`src/rtl/uart_alu_pkg.sv`:
```
// Shared definitions for the UART-to-ALU bridge: FSM state encoding and the
// opcode values understood by the companion ALU.
package uart_alu_pkg;

    typedef enum logic [2:0] {
        WAIT_A  = 3'd0,
        WAIT_B  = 3'd1,
        WAIT_OP = 3'd2,
        SEND    = 3'd3,
        WAIT_TX = 3'd4
    } state_t;

    localparam logic [5:0] OP_ADD = 6'h20;
    localparam logic [5:0] OP_SUB = 6'h22;
    localparam logic [5:0] OP_AND = 6'h24;
    localparam logic [5:0] OP_OR  = 6'h25;
    localparam logic [5:0] OP_XOR = 6'h26;
    localparam logic [5:0] OP_NOR = 6'h27;
    localparam logic [5:0] OP_SRA = 6'h03;
    localparam logic [5:0] OP_SRL = 6'h02;

endpackage

```
`src/rtl/uart_alu_interface.sv`:
```
// Collects operand A, operand B and opcode from the UART receiver, drives the
// external combinational ALU, and returns the result as one TX byte.
module uart_alu_interface
    import uart_alu_pkg::*;
#(
    parameter int NBIT_DATA = 8,
    parameter int NBIT_OP   = 6
) (
    input  logic                 clk,
    input  logic                 reset,
    input  logic                 rx_done_tick,
    input  logic [NBIT_DATA-1:0] rx_data,
    input  logic                 tx_done_tick,
    input  logic [NBIT_DATA-1:0] alu_result,
    output logic [NBIT_DATA-1:0] alu_a,
    output logic [NBIT_DATA-1:0] alu_b,
    output logic [NBIT_OP-1:0]   alu_op,
    output logic                 tx_start,
    output logic [NBIT_DATA-1:0] tx_data,
    output logic                 busy,
    output logic                 rx_overrun
);

    state_t state, state_next;

    logic [NBIT_DATA-1:0] alu_a_next, alu_b_next, tx_data_next;
    logic [NBIT_OP-1:0]   alu_op_next;
    logic                 tx_start_next, busy_next, rx_overrun_next;
    logic                 in_tx_phase;

    assign in_tx_phase = (state == SEND) || (state == WAIT_TX);

    always_ff @(posedge clk or negedge reset) begin
        if (!reset) state <= WAIT_A;
        else        state <= state_next;
    end

    always_comb begin
        state_next = state;
        case (state)
            WAIT_A:  if (rx_done_tick) state_next = WAIT_B;
            WAIT_B:  if (rx_done_tick) state_next = WAIT_OP;
            WAIT_OP: if (rx_done_tick) state_next = SEND;
            SEND:    state_next = WAIT_TX;
            WAIT_TX: if (tx_done_tick) state_next = WAIT_A;
            default: state_next = WAIT_A;
        endcase
    end

    // Next values for every registered output; busy follows the next state so
    // it stays aligned with the state register.
    always_comb begin
        alu_a_next      = alu_a;
        alu_b_next      = alu_b;
        alu_op_next     = alu_op;
        tx_data_next    = tx_data;
        tx_start_next   = 1'b0;
        busy_next       = (state_next == SEND) || (state_next == WAIT_TX);
        rx_overrun_next = rx_overrun | (rx_done_tick & in_tx_phase);
        case (state)
            WAIT_A:  if (rx_done_tick) alu_a_next = rx_data;
            WAIT_B:  if (rx_done_tick) alu_b_next = rx_data;
            WAIT_OP: if (rx_done_tick) alu_op_next = rx_data[NBIT_OP-1:0];
            SEND: begin
                tx_data_next  = alu_result;
                tx_start_next = 1'b1;
            end
            default: ;
        endcase
    end

    always_ff @(posedge clk or negedge reset) begin
        if (!reset) begin
            alu_a      <= '0;
            alu_b      <= '0;
            alu_op     <= '0;
            tx_data    <= '0;
            tx_start   <= 1'b0;
            busy       <= 1'b0;
            rx_overrun <= 1'b0;
        end else begin
            alu_a      <= alu_a_next;
            alu_b      <= alu_b_next;
            alu_op     <= alu_op_next;
            tx_data    <= tx_data_next;
            tx_start   <= tx_start_next;
            busy       <= busy_next;
            rx_overrun <= rx_overrun_next;
        end
    end

endmodule
```
`config.mk`:
```
export PLATFORM = sky130hd
export DESIGN_NAME = uart_alu_interface
export DESIGN_NICKNAME = d
export VERILOG_FILES = /design/src/rtl/uart_alu_pkg.sv /design/src/rtl/uart_alu_interface.sv
export SDC_FILE = /design/constraint.sdc
export NUM_CORES = 1
export LEC_CHECK = 0
export CORE_ASPECT_RATIO = 0.6
export CORE_MARGIN = 2
export CORE_UTILIZATION = 46
export DETAILED_ROUTE_END_ITERATION = 12
export PLACE_DENSITY = 0.82
export SLEW_MARGIN = 25
export SYNTH_ARGS = -nofsm -noshare
export SYNTH_HDL_FRONTEND = slang
export SYNTH_SLANG_ARGS = --single-unit
```
`constraint.sdc`:
```
create_clock -name clk -period 4.8 [get_ports clk]
set_clock_uncertainty 0.1 [all_clocks]
set_input_delay 0.72 -clock clk [delete_from_list [all_inputs] [get_ports clk]]
set_output_delay 0.72 -clock clk [all_outputs]
set_load 0.05 [all_outputs]
```
# --- Word level (Yosys, flattened, before mapping) ---
# Cells that the tools add are included.
word_totals:
  out_inout_bits: 33
  reg_bits: 36
  elab_cells: 28
classes:
  eq_ne: 6
  n_mux: 6
  bitwise_logic: 2
  reduce_logical: 6
op_table:
  columns: ["op", "count"]
  rows:
  - ["3-bit case mux with 5 select lines", 1]
  - ["3-bit 2-to-1 mux", 4]
  - ["3-bit by 2-bit equality test with 1-bit output (second input constant)", 3]
  - ["3-bit equality test (second input constant)", 2]
  - ["2-bit AND reduction", 3]
  - ["3-bit by 1-bit equality test with 1-bit output (second input constant)", 1]
  - ["3-bit zero test", 1]
  - ["1-bit logical OR", 2]
  - ["1-bit AND", 1]
  - ["1-bit 2-to-1 mux", 1]
  - ["1-bit bitwise OR", 1]

# --- Logic depth before layout (Yosys ltp) ---
depth:
  depth_word: 4
  ltp_mapped: 4
  mapped_depth_nobuf: 2

# --- Least setup slack after synthesis ---
# Ideal clock, no wire load.
synth_path:
  path_type: "in2reg"
  start: "input port rx_done_tick"
  end: "register alu_a[0]"
  cell_stages: 2
  setup_ps: 125
  t_required_ps: 4575
  slack_ps: 3106
  t_arrival_ps: 1469
  n_path_buf: 0
  cell_sequence: "nor4b_4 mux2_2"
synth_via:
  elab_chain_cells: 1
synth_lines:
  columns: ["item", "line_no", "rtl"]
  rows:
  - ["start: declaration", "uart_alu_interface.sv:11", "input logic rx_done_tick,"]
  - ["2-bit AND reduction (no source line)", null, null]
  - ["end signal: assignment", "uart_alu_interface.sv:82", "alu_a <= alu_a_next;"]
  - ["end: declaration", "uart_alu_interface.sv:15", "output logic [NBIT_DATA-1:0] alu_a,"]
# No other way between the ends.
# A chain may end at the register's enable or synchronous reset.

# --- Final worst setup path ---
layout_path:
  start: "register alu_op[0]"
  end: "output port alu_op[0]"
layout_lines:
  columns: ["item", "line_no", "rtl"]
  rows:
  - ["start: declaration", "uart_alu_interface.sv:17", "output logic [NBIT_OP-1:0] alu_op,"]
  - ["start signal: assignment", "uart_alu_interface.sv:84", "alu_op <= alu_op_next;"]
# No word-level cell between the ends.

==> metrics.md <==
| Metric | Value |
|---|---|
| Util after Layout | 70.9% |
| Slew headroom | 62.2% |
| Mean post-synth cell area | 15.7 um2 |
| Actual slew at the worst max-slew pin | 0.564 ns |
| Mapped Nets | 111 |
| Crit Path Max Fanout | 2 |
| Clk buf depth | 2 |
| Global route overflow | 0 |
| Post-synth top area share | 63.1% |
| HPWL after DPL | 2250 um |
| CTS-repair resized insts | 0 |
| Die area | 3580 um2 |
| YS warnings | 0 |
| Compound-gate portion of the synthesized area | 1.75% |
| DRT antenna net count | 0 |
| Worst hold path type | reg2reg |
| Synth Register Bits | 36 |
| Post-synth ARST share | 100% |
| Max-cap violations | 0 |
| First-pass DRT Iterations | 4 |
| Nets | 165 |
| Width of the die | 75.9 um |
| R2R Setup Slk | 3.05 ns |
| Simple-Gate Fraction of Synth Area | 8.68% |
| Seq/Total Area, Yosys | 63.1% |
| Main combinational cell family by area after synthesis | multiplexers |
| Row Count | 15 |
| CTS Sinks | 36 |
| Crit. path cell count | 1 |
| Delay-heaviest family, CP | buffers and inverters |
| Buf/Inv on CP | 1 |
| DR vias/cell | 4.90 |
| Vias | 922 |
| Layout cells sized above 1 | 28.8% |
| Reg-to-reg endpoint | alu_a[4] |
| Pins Over Slew Limit | 0 |
| Final setup fails | 0 |
| GR Util All Layers | 19.4% |
| Synth Area in XOR/XNOR | 0% |
| Critical Path End | alu_op[0] |
| CP cell instances | clkdlybuf4s50_1 |
| Reg-to-reg startpoint | state[0] |
| Fillers | 208 |
| Run status | complete, no violations |
| Critical Path Max Stage Delay | 0.81 ns |
| Largest cells by area after synthesis | dfrtp_1 63%, mux2_2 24%, and4bb_2 1.8%, buf_2 1.8%, nor4b_4 1.7% |
| Crit share post-route | 47.7% |
| Starting density of the core | 49.1% |
| Clk Latency, worst-skew pair | 0.28 ns |
| Final hold violation count | 0 |
| Clk slew on worst S/H paths | 0.07 ns |
| CP required | 3.98 ns |
| CP max stage cell | clkdlybuf4s50_1 |
| Mux share of post-synthesis cell area | 23.7% |
| H-tree levels | 2 |
| Core area | 2910 um2 |
| Syn Std Cell Area | 1430 um2 |
| CTS tree | done |
| Post-synth top area cell | dfrtp_1 |
| R2R cell count | 2 |
| DRC violations left | 0 |
| Area added between synthesis and finish | 44.4% |
| Initial antenna violation count | 0 |
| First-pass GRT wire length | 4970 um |
| Crit Path Class | reg2out |
| Top FF cell, synth | dfrtp_1 |
| Final WL | 3050 um |
| Crit path DAT | 1.47 ns |
| Mapped Cells | 91 |
| Crit end category | primary output |
| Num CTS Buffers | 5 |
| RePlAce Congestion | 0.739 |
| CP Launch Type | flop |
| Tmin final | 2.29 ns |
| Pin count of the biggest net entering global routing | 37 |
| Max Fclk | 0.437 GHz |
| Hold-fix buffers at CTS | 0 |
| PortBufs | 52 |
| ANT cells | 0 |
| Drt initial violations | 21 |
| Post-DR wirelength/cell | 16.2 um |
| Root buf cell | clkbuf_8 |
| RSZ-0062 raised after global routing | false |
| DIE HEIGHT | 47.2 um |
| Setup TNS | 0 ns |
| Distinct cell type count after synthesis | 18 |
| EDFF count, synth | 0 |
| Vias in the first global route | 1021 |
| Post-synthesis adder-cell area fraction | 0% |
| Critical path startpoint | alu_op[0] |
| Post-CTS Setup Bufs | 0 |
| Top-Level Pins | 53 |
[cells in the mapped netlist, drive strengths merged, types with 2 or more instances]
| master | count |
|---|---|
| nand3b | 2 |
| and4bb | 2 |
| nor2 | 2 |
| mux2 | 30 |
| nand2b | 2 |
| a21oi | 2 |
| buf | 6 |
| dfrtp | 36 |
[worst min path at each step]
| stage | from | endpoint | cells past startpoint |
|---|---|---|---|
| 6_report | rx_overrun | rx_overrun | 1 |
| 5_1_grt | rx_overrun | rx_overrun | 1 |
| 4_1_cts | rx_overrun | rx_overrun | 1 |
| 3_5_place_dp | rx_overrun | rx_overrun | 1 |
| 3_3_place_gp | rx_overrun | rx_overrun | 1 |
| 2_1_floorplan | reset | alu_a[0] | 0 |
[cell type report]
| type | count | area [um2] | area share (%) |
|---|---|---|---|
| Timing Repair Buffer | 53 | 528 | 25.6 |
| Clock buffer | 8 | 90.1 | 4.37 |
| Multi-Input combinational cell | 48 | 487 | 23.6 |
| Tap cell | 42 | 52.6 | 2.55 |
| Sequential cell | 36 | 901 | 43.7 |
| Inverter | 1 | 3.75 | 0.182 |
[layout by cell type (no fill, tap or decap), drive strengths merged]
| master | netlist | layout |
|---|---|---|
| clkbuf | 0 | 8 |
| and4b | 1 | 1 |
| or3b | 1 | 1 |
| or4b | 1 | 1 |
| nor4b | 1 | 1 |
| inv | 1 | 1 |
| a311o | 1 | 1 |
| dfrtp | 36 | 36 |
| nand2b | 2 | 2 |
| a21oi | 2 | 2 |
| nand3b | 2 | 2 |
| nand2 | 1 | 1 |
| clkdlybuf4s50 | 0 | 52 |
| nor2 | 2 | 2 |
| buf | 6 | 1 |
| or2b | 1 | 1 |
| and4bb | 2 | 2 |
| mux2 | 30 | 30 |
| o21ai | 1 | 1 |
[flip-flops by register name, summed over array words and instances, names as in the netlist]
name,flops
tx_start,1
tx_data,8
state,3
alu_a,8
alu_op,6
busy,1
alu_b,8
rx_overrun,1
[cell families (layout without fill, tap and decap cells)]
family,after synthesis,count (layout)
flops,36,36
mux,30,30
simple gates,14,14
buf+inv,7,62
compound gates,4,4
[stage by stage]
step                worst slack, ns  area (um2)  std cells  hold slack, ns
floorplan                      3.11        1430         91           0.324
global placement               2.38        1970        180           0.366
detailed placement             2.27        1970        180           0.380
CTS                            2.50        2060        188           0.396
global route                   2.45        2060        188           0.423
finish                         2.51        2060        188           0.385
[per-layer routing]
metal | vias up | GRT usage, % | wire (um)
met5 | - | 0 | 0
met2 | 28 | 32.3 | 1420
met3 | 6 | 7.31 | 198
met1 | 462 | 24.1 | 1390
met4 | 0 | 7.64 | 45
li1 | 426 | - | -
Power is not shown: default switching activity piles up to over one toggle a cycle in this logic, so the estimate is an artifact.
